**src/rtl/fetch_redirect_ctrl_pkg.sv**
```systemverilog
// Shared fetch/hazard definitions: reset PC, instruction size and the
// fetch FSM state encoding.
package fetch_redirect_ctrl_pkg;

    localparam logic [31:0] RESET_PC   = 32'h0100_0000;
    localparam int unsigned INSN_BYTES = 4;

    typedef enum logic {
        RUN  = 1'b0,
        HALT = 1'b1
    } fetch_state_t;

endpackage

```
**src/rtl/sat_counter.sv**
```systemverilog
// Saturating up-counter for performance statistics.
//   clock : rising-edge clock
//   reset : synchronous active-high clear
//   inc   : count one event this cycle
//   count : current value; sticks at all-ones, never wraps
module sat_counter #(
    parameter int unsigned W = 16
) (
    input  logic         clock,
    input  logic         reset,
    input  logic         inc,
    output logic [W-1:0] count
);

    always_ff @(posedge clock) begin
        if (reset) begin
            count <= '0;
        end else if (inc && (count != '1)) begin
            count <= count + W'(1);
        end
    end

endmodule

```
**src/rtl/fetch_redirect_ctrl.sv**
```systemverilog
// Fetch PC owner. Takes the EX-stage branch/jump decision, redirects the PC,
// squashes the two wrong-path slots (IF/ID, ID/EX) and counts redirects.
// A misaligned redirect target parks the block in HALT until reset.
//   clock, reset        : clock and synchronous active-high reset
//   stall               : hazard-unit freeze of PC and IF/ID
//   ex_valid, br_tk,
//   jump, ex_target     : EX branch decision and final target
//   pc, pc_valid        : registered fetch address and its valid
//   flush_if_id/id_ex   : same-cycle squash of the wrong-path slots
//   misalign_err        : one-cycle pulse on a misaligned redirect
//   halted              : block is in HALT
//   redirect_cnt        : saturating count of accepted redirects
module fetch_redirect_ctrl #(
    parameter int unsigned       XLEN     = 32,
    parameter logic [XLEN-1:0]   RESET_PC = XLEN'(32'h0100_0000),
    parameter int unsigned       CNT_W    = 16
) (
    input  logic             clock,
    input  logic             reset,
    input  logic             stall,
    input  logic             ex_valid,
    input  logic             br_tk,
    input  logic             jump,
    input  logic [XLEN-1:0]  ex_target,
    output logic [XLEN-1:0]  pc,
    output logic             pc_valid,
    output logic             flush_if_id,
    output logic             flush_id_ex,
    output logic             misalign_err,
    output logic             halted,
    output logic [CNT_W-1:0] redirect_cnt
);

    import fetch_redirect_ctrl_pkg::*;

    fetch_state_t    state_q, state_d;
    logic [XLEN-1:0] pc_q, pc_d;
    logic            redir_req;
    logic            misaligned;
    logic            flush;
    logic            cnt_inc;

    assign redir_req  = ex_valid & (br_tk | jump);
    assign misaligned = (ex_target[1:0] != 2'b00);

    always_ff @(posedge clock) begin
        if (reset) begin
            state_q <= RUN;
            pc_q    <= RESET_PC;
        end else begin
            state_q <= state_d;
            pc_q    <= pc_d;
        end
    end

    // The reset guard keeps every combinational output low while reset is high.
    always_comb begin
        state_d      = state_q;
        pc_d         = pc_q;
        flush        = 1'b0;
        misalign_err = 1'b0;
        cnt_inc      = 1'b0;
        if (!reset && (state_q == RUN)) begin
            if (redir_req && misaligned) begin
                misalign_err = 1'b1;
                flush        = 1'b1;
                state_d      = HALT;
            end else if (redir_req) begin
                // Redirect beats stall: the stalled slot is wrong-path anyway.
                pc_d    = ex_target;
                flush   = 1'b1;
                cnt_inc = 1'b1;
            end else if (!stall) begin
                pc_d = pc_q + XLEN'(INSN_BYTES);
            end
        end
    end

    sat_counter #(
        .W (CNT_W)
    ) u_redirect_cnt (
        .clock (clock),
        .reset (reset),
        .inc   (cnt_inc),
        .count (redirect_cnt)
    );

    assign pc          = pc_q;
    assign pc_valid    = (state_q == RUN);
    assign halted      = (state_q == HALT);
    assign flush_if_id = flush;
    assign flush_id_ex = flush;

endmodule

```
**config.mk**
```make
export PLATFORM = sky130hd
export DESIGN_NAME = fetch_redirect_ctrl
export DESIGN_NICKNAME = d
export VERILOG_FILES = /design/src/rtl/fetch_redirect_ctrl_pkg.sv /design/src/rtl/sat_counter.sv /design/src/rtl/fetch_redirect_ctrl.sv
export SDC_FILE = /design/constraint.sdc
export NUM_CORES = 1
export LEC_CHECK = 0
export BUFFER_PORTS_ARGS = -buffer_cell sky130_fd_sc_hd__buf_2
export CAP_MARGIN = 40
export CORE_MARGIN = 2
export CORE_UTILIZATION = 51
export CTS_CLUSTER_SIZE = 25
export DETAILED_ROUTE_END_ITERATION = 10
export PLACE_DENSITY = 0.9
export SKIP_CTS_REPAIR_TIMING = 1
export SYNTH_ARGS = -nofsm -noshare
export SYNTH_HDL_FRONTEND = slang
export SYNTH_SLANG_ARGS = --single-unit
```
**constraint.sdc**
```tcl
create_clock -name clock -period 2.7 [get_ports clock]
set_input_delay 0.675 -clock clock [delete_from_list [all_inputs] [get_ports clock]]
set_output_delay 0.675 -clock clock [all_outputs]
set_load 0.01 [all_outputs]
```
# After elaboration in Yosys (flattened, before gate mapping)
# Index checks and enable logic that the tools add are counted.
# Widths: inputs -> output; s select.
[totals] input_bits=38 register_bits=49 elab_cells=27 out_inout_bits=53 mem_bits_ro=0 latchBits=0 n_memories=0 ramBits=0
[op_classes] n_addsub=2 n_reduce_logical=7 mux=9 shift=0 n_eq_ne=2 n_bitwise=4 n_lt_le_gt_ge=0 n_div=0 n_mul=0
[op_table] cell="$mux 32" count=2
[op_table] cell="$add 32x3->32 const B" count=1
[op_table] cell="$add 16x1->16 const B" count=1
[op_table] cell="$ne 16x16->1 const B" count=1
[op_table] cell="$mux 1" count=7
[op_table] cell="$logic_and 1x1->1" count=3
[op_table] cell="$reduce_and 3->1" count=1
[op_table] cell="$ne 2x1->1 const B" count=1
[op_table] cell="$not 1->1" count=2
[op_table] cell="$reduce_and 2->1" count=1
[op_table] cell="$reduce_bool 2->1" count=1
[op_table] cell="$and 1x1->1" count=1
[op_table] cell="$logic_not 1->1" count=1
[op_table] cell="$or 1x1->1" count=1

# Longest topological paths before layout
# Gate-level depths: netlist of the first run.
[logic_depth] depth_word=6 mapped_depth=7 ltp_nobuf=6

# Hierarchy
# Synthesis of the first run repeated with hierarchy kept, for this count alone.
[unflattened] hier_cells=372 area_unflattened_um2=2960.3
[modules_own_cells] mod="fetch_redirect_ctrl" seq_area_each_um2=660.6 n_inst=1 area_each_um2=2112.0 cells_each=273
[modules_own_cells] mod="sat_counter" seq_area_each_um2=320.3 n_inst=1 area_each_um2=848.3 cells_each=99

# Worst setup path before layout of the first run
# Ideal clock, no wire load.
[synth_path] path_kind="input to output" startpoint="input port jump" endpoint="output port misalign_err" stages=4 n_path_buf=1 t_required_ps=2025 setup_slack_ps=418 arrival_time_ps=1607 cell_sequence="o21ai_0 clkbuf_1 nor3_1 o21a_1"
[synth_between] elab_chain_len=5
[synth_rtl] item="start: declaration" line_no="fetch_redirect_ctrl.sv:23" text="input logic jump,"
[synth_rtl] item="$or 1x1->1" line_no="fetch_redirect_ctrl.sv:43" text="assign redir_req = ex_valid & (br_tk | jump);"
[synth_rtl] item="$and 1x1->1" line_no="fetch_redirect_ctrl.sv:43"
[synth_rtl] item="$logic_and 1x1->1" line_no="fetch_redirect_ctrl.sv:64" text="if (redir_req && misaligned) begin"
[synth_rtl] item="$mux 1" line_no="fetch_redirect_ctrl.sv:64"
[synth_rtl] item="$mux 1" line_no="fetch_redirect_ctrl.sv:63" text="if (!reset && (state_q == RUN)) begin"
[synth_rtl] item="end: declaration" line_no="fetch_redirect_ctrl.sv:29" text="output logic misalign_err,"
# No other way between the ends.

# Worst setup path in the final report of the first run
[layout_path] startpoint="input port reset" endpoint="output port misalign_err"
[layout_between] elab_chain_len=3
[layout_rtl] item="start: declaration" line_no="fetch_redirect_ctrl.sv:19" text="input logic reset,"
[layout_rtl] item="$logic_not 1->1" line_no="fetch_redirect_ctrl.sv:63"
[layout_rtl] item="$logic_and 1x1->1" line_no="fetch_redirect_ctrl.sv:63"
[layout_rtl] item="$mux 1" line_no="fetch_redirect_ctrl.sv:63"
# No other way between the ends.

==> results of run 1 <==
how the worst min path moves through the flow:
stage	endpoint	cells past startpoint
floorplan	pc[0]	1
global placement	pc[0]	1
detailed placement	pc[0]	1
CTS	pc[0]	1
global route	pc[1]	1
finish	pc[0]	1
power by group:
group          internal [mW]  switching, mW  leakage, nW
Sequential             0.745         0.0320        0.397
Combinational         0.0966          0.128        0.882
Clock                  0.270          0.256       0.0540
Total                   1.11          0.416         1.33
metrics by stage:
| stage | util | hold WS (ps) |
|---|---|---|
| finish | 0.6618 | 486.9 |
| global route | 0.6618 | 507.7 |
| CTS | 0.6618 | 487.8 |
| detailed placement | 0.6418 | 467.2 |
| global placement | 0.6418 | 463.1 |
| floorplan | - | 505.5 |
cell type report:
type                    count  share of cell area
clock buffers               5             0.02010
clock inverters             2             0.01023
inverters                  11             0.01206
multi-input cells         270              0.4846
flip-flops and latches     49              0.2866
well taps                  70             0.02558
repair buffers            100              0.1608
logic make-up (layout without fill, tap and decap cells):
kind of cell    count (synthesis)  count (layout)
xor+xnor                       12              12
flops                          49              49
mux                             8               8
buf+inv                        35             118
compound gates                106             106
simple gates                  142             142
fa+ha+maj                       2               2
registers in the layout, summed over array words and instances (netlist names):
name                  flops
u_redirect_cnt.count     16
halted                    1
pc                       32
per-layer routing:
metal | up-vias | routed length (um) | global-route usage
met4 | 0 | 92 | 0.1089
met2 | 172 | 3654 | 0.4328
met3 | 11 | 794 | 0.05814
met1 | 1415 | 3337 | 0.3360
met5 | - | 0 | 0
li1 | 1499 | - | -
critical path, cell delays in order:
cell and delay [ps]:
buf_2 130, buf_4 190, nor3_1 280, o21a_1 200
buf_2 140
cell usage in the layout, fill, tap and decap left out, types with 4 or more instances in the layout:
master      n
a2111oi_0   6
a211oi_1   15
a21o_1      4
a21oi_1    24
a31oi_1     5
a41o_1      4
and3_1      6
buf_2      90
buf_4       8
clkbuf_8    5
dfxtp_1    49
inv_1      10
mux2i_1     6
nand2_1    34
nand3_1    19
nand4_1    13
nor2_1     39
nor3_1      8
nor4_1      5
o21ai_0    15
o22ai_1     6
o31ai_1     4
or3_1       5
xnor2_1    11
==> flow_summary.yaml, run 1 <==
outcome:
  status: "complete, no violations"
timing:
  tightest_slew_ps: 797.9
  setup_viol: 0
  fin_skew_ps: 7.248
  fin_crit_sh: 0.8462
  layout_setup_ws_ps: 415.2
  setup_tns_ps: 0
  rsz0062_at_grt: "no"
  slew_headroom: 0.4636
  finalHoldViolCount: 0
  max_clock_freq_mhz: 437.7
  finalCriticalPeriod_ps: 2285
  report.final.slew_viol_count: 0
grt:
  antenna_found_initial: 0
  grt-ovfl-total: 0
  grt_pass1_vias: 2880
  grt_max_degree: 43
  grtUsageTotal: 0.2646
  grt_pass1_wl_um: 13050
routing:
  drt_iter0_markers: 356
  firstDrtPassIters: 5
  wl_um: 7878
  vias_per_cell: 6.108
  drc_errors: 0
  wire_per_inst_um: 15.54
  ant_nets: 0
  num_vias: 3097
floorplan:
  fp.dieW_um: 77.77
  fp-row-count: 26
  core_mm2: 0.005172
  num_io_pins: 91
  die_y_um: 77.77
  initial_utilization: 0.5365
  die-area_mm2: 0.006047
power:
  power_density_mw_per_mm2: 446.0
  leakage_nw: 1.333
  p_total_mw: 1.527
  peakVddDrop_mv: 0.2607
synthesis:
  synth_area_leader_cell: "dfxtp_1"
  synth_compound_area_frac: 0.2619
  synth_simple_gate_area_frac: 0.2556
  synth_area_leaders: "dfxtp_1 35%, nor2_1 5.3%, nand2_1 4.6%, a21oi_1 4.3%, a211oi_1 4.1%"
  avgSynthCellArea_um2: 7.839
  synth_xor_area_frac: 0.03787
  synth-warning-count: 0
  ys_ff_latch: 49
  synth_top_family_by_area: "compound AO/OA/AOI/OAI gates"
  synth_fp_nets: 394
  synth_ff_type: "dfxtp_1"
  yosys-top-cells-count: "49 x dfxtp_1, 39 x nor2_1, 34 x nand2_1"
  async_flop_share: 0
  synth_top_cell_area_share: 0.3535
  synthAdderAreaFrac: 0.009017
  ys_seq_area_frac: 0.3535
  synthMostInstantiatedCell: "dfxtp_1"
  synth-edff-count: 0
  post_synth_num_cell_types: 54
  muxShareOfSynthArea: 0.03201
  syn_inst: 354
  synth.cell_area_mm2: 0.002775
placed_design:
  dpl.hpwl_um: 5474
  post-place-cells: 500
  gp_congestion: 0.8594
  place_ws_ps: 227.7
  dpl_cell_area_mm2: 0.003319
  numPortBuffers: 90
cts:
  htree_num_levels: 2
  cts_tree: "built"
  cts_max_path_buffers: 2
  clock_sinks: 49
  cts_buffers: 5
  clk_latency_ps: 320
  cts-root-buf: "clkbuf_8"
  path_clk_slew_ps: 90
setup_path:
  worstPathRequired_ps: 2030
  r2r.worst_path.cells: 7
  crit_end: "misalign_err"
  critical_path_class: "primary input to primary output"
  rrSetupSlack_ps: 570
  reg2reg_from: "pc[2]"
  arrival_ps: 1610
  cp-start-kind: "primary input"
  end_kind: "primary output"
  cp_max_fo: 15
  r2r_end: "pc[26]"
  crit_start: "reset"
min_path:
  hp-class: "flip-flop to flip-flop"
  hold_start: "pc[0]"
run:
  cap_violations: 0
final_layout:
  diodes: 0
  nets: 477
  nFillCells: 448
  multiInputGateArea_mm2: 0.001659
  synthToLayoutAreaGrowth_pct: 23.35
  layout-drive-gt1-share: 0.2677
  fin_cells: 507
  seq_area_um2: 980.9
  final_cell_area_mm2: 0.003423
Power figures use the tool's default switching activity.
==> run 2, diff against run 1 <==
--- a/config.mk
+++ b/config.mk
@@ -8,10 +8,10 @@
 export BUFFER_PORTS_ARGS = -buffer_cell sky130_fd_sc_hd__buf_2
 export CAP_MARGIN = 40
 export CORE_MARGIN = 2
-export CORE_UTILIZATION = 51
+export CORE_UTILIZATION = 46
 export CTS_CLUSTER_SIZE = 25
 export DETAILED_ROUTE_END_ITERATION = 10
-export PLACE_DENSITY = 0.9
+export PLACE_DENSITY = 0.87
 export SKIP_CTS_REPAIR_TIMING = 1
 export SYNTH_ARGS = -nofsm -noshare
 export SYNTH_HDL_FRONTEND = slang
==> constraint.sdc (replaced) <==
create_clock -name clock -period 2 [get_ports clock]
set_input_delay 0.5 -clock clock [delete_from_list [all_inputs] [get_ports clock]]
set_output_delay 0.5 -clock clock [all_outputs]
set_load 0.01 [all_outputs]
==> flow_summary.yaml, run 2 (synthesis results as in run 1) <==
outcome:
  status: "complete, no violations"
setup_path:
  cp-start-kind: "primary input"
  max_stage_delay_ps: 300
  cpMostUsedCell: "buf_2"
  cp_cell_sequence: "buf_2, buf_4, nor3_1, o21a_1, buf_2"
  cp_slowest_cell: "nor3_1"
  arrival_ps: 1450
  worstPathRequired_ps: 1500
  end_kind: "primary output"
  cp_max_fo: 15
  critical_path_class: "primary input to primary output"
routing:
  num_vias: 3310
  vias_per_cell: 5.943
  wire_per_inst_um: 15.56
  ant_nets: 0
  drc_errors: 0
  wl_um: 8667
  firstDrtPassIters: 5
  drt_iter0_markers: 362
placed_design:
  numPortBuffers: 90
  gp_congestion: 0.8920
  dpl_cell_area_mm2: 0.003645
  dpl.hpwl_um: 6246
floorplan:
  fp.dieW_um: 81.67
  initial_utilization: 0.4715
  core_mm2: 0.005886
  num_io_pins: 91
  die-area_mm2: 0.006670
  die_y_um: 81.67
  fp-row-count: 28
final_layout:
  diodes: 0
  layout-drive-gt1-share: 0.3506
  multiInputGateArea_mm2: 0.001720
  nets: 521
  final_cell_mix: "90 x buf_2, 50 x buf_4, 47 x dfxtp_1, 39 x nor2_1, 34 x nand2_1"
  nFillCells: 539
  seq_area_um2: 983.4
  largest_reg_flops: 32
  synthToLayoutAreaGrowth_pct: 37.60
  final_cell_area_mm2: 0.003819
  layout_commonest_cell: "buf_2"
timing:
  rsz0062_at_grt: "yes"
  tightest_slew_ps: 483.1
  finalCriticalPeriod_ps: 1954
  finalHoldViolCount: 0
  fin_skew_ps: 4.305
  max_clock_freq_mhz: 511.7
  holdWs_ps: 463.0
  fin_crit_sh: 0.9772
  report.final.slew_viol_count: 0
  setup_viol: 0
  slew_headroom: 0.6696
power:
  power_density_mw_per_mm2: 521.2
  leakage_nw: 1.578
  peakVddDrop_mv: 0.3791
cts:
  cts_max_path_buffers: 2
  clock_sinks: 49
  cts_tree: "built"
  htree_num_levels: 2
  clk_latency_ps: 300
  path_clk_slew_ps: 90
  cts_buffers: 5
  cts-root-buf: "clkbuf_8"
min_path:
  hp-class: "primary input to flip-flop"
run:
  cap_violations: 0
grt:
  grt_max_degree: 40
  grt-ovfl-total: 0
  grt_pass1_wl_um: 13850
  antenna_found_initial: 0
  grt_pass1_vias: 3031
  grtUsageTotal: 0.2608
[run 2: worst paths after layout]
kind	to	start	cells past startpoint	slack, ps
max	misalign_err	reset	5	50
min	pc[3]	ex_target[3]	3	460
max reg2reg	pc[25]	pc[15]	5	70
min reg2reg	pc[0]	pc[0]	1	490
[run 2: critical path: cells and delay by family]
| kind | cells | cell delay (ps) |
|---|---|---|
| AOI/OAI and AO/OA | 1 | 190 |
| buffers and inverters | 3 | 460 |
| and+or+nand+nor | 1 | 300 |
[run 2: area by class of cell]
class / count / share of cell area
multi-input cells: 270 / 0.4505
flip-flops and latches: 49 / 0.2575
repair buffers: 144 / 0.2349
well taps: 75 / 0.02457
clock buffers: 6 / 0.01900
inverters: 11 / 0.01081
clock inverters: 2 / 0.002621
[run 2: layer usage]
layer / vias up / track usage / wire, um
met4: 0 / 0.06833 / 83
met1: 1537 / 0.3277 / 3556
met3: 14 / 0.05275 / 834
met5: - / 0 / 0
li1: 1585 / - / -
met2: 174 / 0.4557 / 4192
[run 2: power breakdown]
group	internal, mW	switching [mW]	total [mW]	leakage [nW]
combinational	0.173	0.201	0.375	1.14
clock	0.243	0.333	0.576	0.0450
sequential	1.01	0.0335	1.04	0.398
total	1.42	0.567	1.99	1.58
[run 2: per-stage QoR]
| stage | utilization | worst slack, ps | total power [mW] | cells | setup TNS (ps) |
|---|---|---|---|---|---|
| after floorplan | - | -26.97 | 1.246 | 354 | -26.97 |
| after detailed placement | 0.6193 | -196.3 | 1.425 | 545 | -2322 |
| after global placement | 0.6193 | -138.3 | 1.413 | 545 | -1563 |
| final | 0.6488 | 45.69 | 1.990 | 557 | 0 |
| after global routing | 0.6488 | -60.79 | 2.079 | 557 | -154.1 |
| after CTS | 0.6333 | 51.94 | 1.994 | 553 | 0 |
==> run 3, diff against run 2 <==
--- a/config.mk
+++ b/config.mk
@@ -8,11 +8,12 @@
 export BUFFER_PORTS_ARGS = -buffer_cell sky130_fd_sc_hd__buf_2
 export CAP_MARGIN = 40
 export CORE_MARGIN = 2
-export CORE_UTILIZATION = 46
+export CORE_UTILIZATION = 47
 export CTS_CLUSTER_SIZE = 25
 export DETAILED_ROUTE_END_ITERATION = 10
 export PLACE_DENSITY = 0.87
 export SKIP_CTS_REPAIR_TIMING = 1
 export SYNTH_ARGS = -nofsm -noshare
 export SYNTH_HDL_FRONTEND = slang
+export SYNTH_HIERARCHICAL = 1
 export SYNTH_SLANG_ARGS = --single-unit
==> flow_summary.yaml, run 3 <==
synthesis:
  ys_seq_area_frac: 0.3314
  synth_area_leaders: "dfxtp_1 33%, a21oi_1 4.9%, nand2_1 4.6%, nor2_1 4.1%, nand3_1 3.7%"
  synthMostInstantiatedCell: "dfxtp_1"
  post_synth_num_cell_types: 70
  synth_top_family_by_area: "simple AND/OR/NAND/NOR gates"
  ys_ff_latch: 49
  yosys-top-cells-count: "49 x dfxtp_1, 36 x nand2_1, 32 x nor2_1"
  async_flop_share: 0
  synthAdderAreaFrac: 0.008453
  synth_xor_area_frac: 0.005917
  synth_fp_nets: 412
  synth_ff_type: "dfxtp_1"
  synth_top_cell_area_share: 0.3314
  muxShareOfSynthArea: 0.01395
  synth_compound_area_frac: 0.2819
  synth-edff-count: 0
  syn_inst: 372
  synth_area_leader_cell: "dfxtp_1"
  synth_simple_gate_area_frac: 0.3145
  avgSynthCellArea_um2: 7.958
  synth.cell_area_mm2: 0.002960
  synth-warning-count: 6
placed_design:
  gp_congestion: 0.9297
  place_ws_ps: -117.1
  post-place-cells: 557
  numPortBuffers: 90
  dpl.hpwl_um: 6684
power:
  leakage_nw: 1.628
  peakVddDrop_mv: 0.4083
  power_density_mw_per_mm2: 603.1
  p_total_mw: 2.364
timing:
  fin_skew_ps: 11.83
  setup_tns_ps: 0
  max_clock_freq_mhz: 512.2
  rsz0062_at_grt: "no"
  layout_setup_ws_ps: 47.56
  finalCriticalPeriod_ps: 1952
  tightest_slew_ps: 455.3
  finalHoldViolCount: 0
  slew_headroom: 0.6953
  holdWs_ps: 439.2
  report.final.slew_viol_count: 0
  setup_viol: 0
  fin_crit_sh: 0.9762
grt:
  use_met3: 0.04871
  grt_pass1_wl_um: 14920
  grt_pass1_vias: 3163
  grt_max_degree: 30
  grtUsageTotal: 0.2542
  grt.busiest_layer: "met2"
  grt-ovfl-total: 0
  grtUsageMet1: 0.3356
  use_met2: 0.4238
  antenna_found_initial: 0
floorplan:
  initial_utilization: 0.4942
  core_mm2: 0.005991
  die_y_um: 83.37
  die-area_mm2: 0.006950
  num_io_pins: 91
  fp.dieW_um: 83.37
  fp-row-count: 28
final_layout:
  layout-drive-gt1-share: 0.3388
  layout_commonest_cell: "buf_2"
  final_cell_mix: "90 x buf_2, 48 x dfxtp_1, 41 x buf_4, 36 x nand2_1, 32 x nor2_1"
  diodes: 0
  nets: 529
  synthToLayoutAreaGrowth_pct: 32.42
  fin_cells: 565
  largest_reg_flops: 32
routing:
  drc_errors: 0
  wl_um: 9285
  num_vias: 3544
  wire_per_inst_um: 16.43
  vias_per_cell: 6.273
  drt_iter0_markers: 450
  ant_nets: 0
  firstDrtPassIters: 8
setup_path:
  r2r.worst_path.cells: 6
  cp_max_fo: 4
  cp-start-kind: "flip-flop"
  r2r_end: "pc[24]"
  critical_path_class: "flip-flop to flip-flop"
  reg2reg_from: "pc[3]"
  worstPathRequired_ps: 2250
  arrival_ps: 2200
  rrSetupSlack_ps: 50
  end_kind: "flip-flop"
min_path:
  hp-class: "primary input to flip-flop"
  hold_end: "pc[24]"
  hold_depth: 3
  hold_start: "ex_target[24]"
cts:
  htree_num_levels: 2
  cts_buffers: 5
  cts-root-buf: "clkbuf_8"
  clock_sinks: 49
  path_clk_slew_ps: 90
  cts_tree: "built"
  cts_max_path_buffers: 2
  clk_latency_ps: 310
outcome:
  status: "complete, no violations"
run:
  cap_violations: 0
## run 3: cell count changes in the layout (fill, tap and decap cells not counted), moves of 7 or more
cell / delta
nor2_1: -7
o31ai_1: +8
buf_4: -9
or4_1: +9
xnor2_1: -9
o21ai_0: +7
a211oi_1: -10
## run 3: logic make-up (layout without fill, tap and decap cells)
| kind of cell | after synthesis | in the layout |
|---|---|---|
| compound gates | 119 | 119 |
| fa+ha+maj | 2 | 2 |
| xor+xnor | 2 | 2 |
| buf+inv | 32 | 150 |
| flops | 49 | 49 |
| mux | 4 | 4 |
| simple gates | 164 | 164 |
## run 3: metrics by stage
step / cell area, um2 / util
finish: 3920 / 0.6543
global route: 3920 / 0.6543
CTS: 3895 / 0.6502
detailed placement: 3761 / 0.6278
global placement: 3761 / 0.6278
floorplan: 2973 / -
## run 3: worst max-delay path by stage
stage                     start     end  slack (ps)
after global routing      pc[3]  pc[24]          10
after CTS                 pc[3]  pc[24]          -7
final                     pc[3]  pc[24]          50
after floorplan           pc[3]  pc[24]         0.5
after detailed placement   jump  pc[24]        -120
after global placement     jump  pc[30]         -80
## run 3: critical path: stages (launching register included)
cell and delay [ps]:
dfxtp_1 340, ha_1 230, and3_4 240, nand3_4 70, or4_4 570, a311oi_4 270
a2bb2oi_2 160
## run 3: where the power goes
part           internal [mW]  switching (mW)
Sequential              1.02          0.0562
Combinational          0.200           0.229
Clock                  0.497           0.363
Total                   1.72           0.648
## run 3: metal layers
metal	vias up	routed length (um)
met5	-	0
met3	25	871
li1	1672	-
met2	193	4439
met4	0	184
met1	1654	3789
## run 3: area by class of cell
class	count	area, um2
Fill cell	488	2071
Inverter	9	33.78
Tap cell	75	93.84
Timing Repair Buffer	133	798.3
Clock buffer	5	68.82
Clock inverter	3	65.06
Multi-Input combinational cell	291	1878
Sequential cell	49	982.2
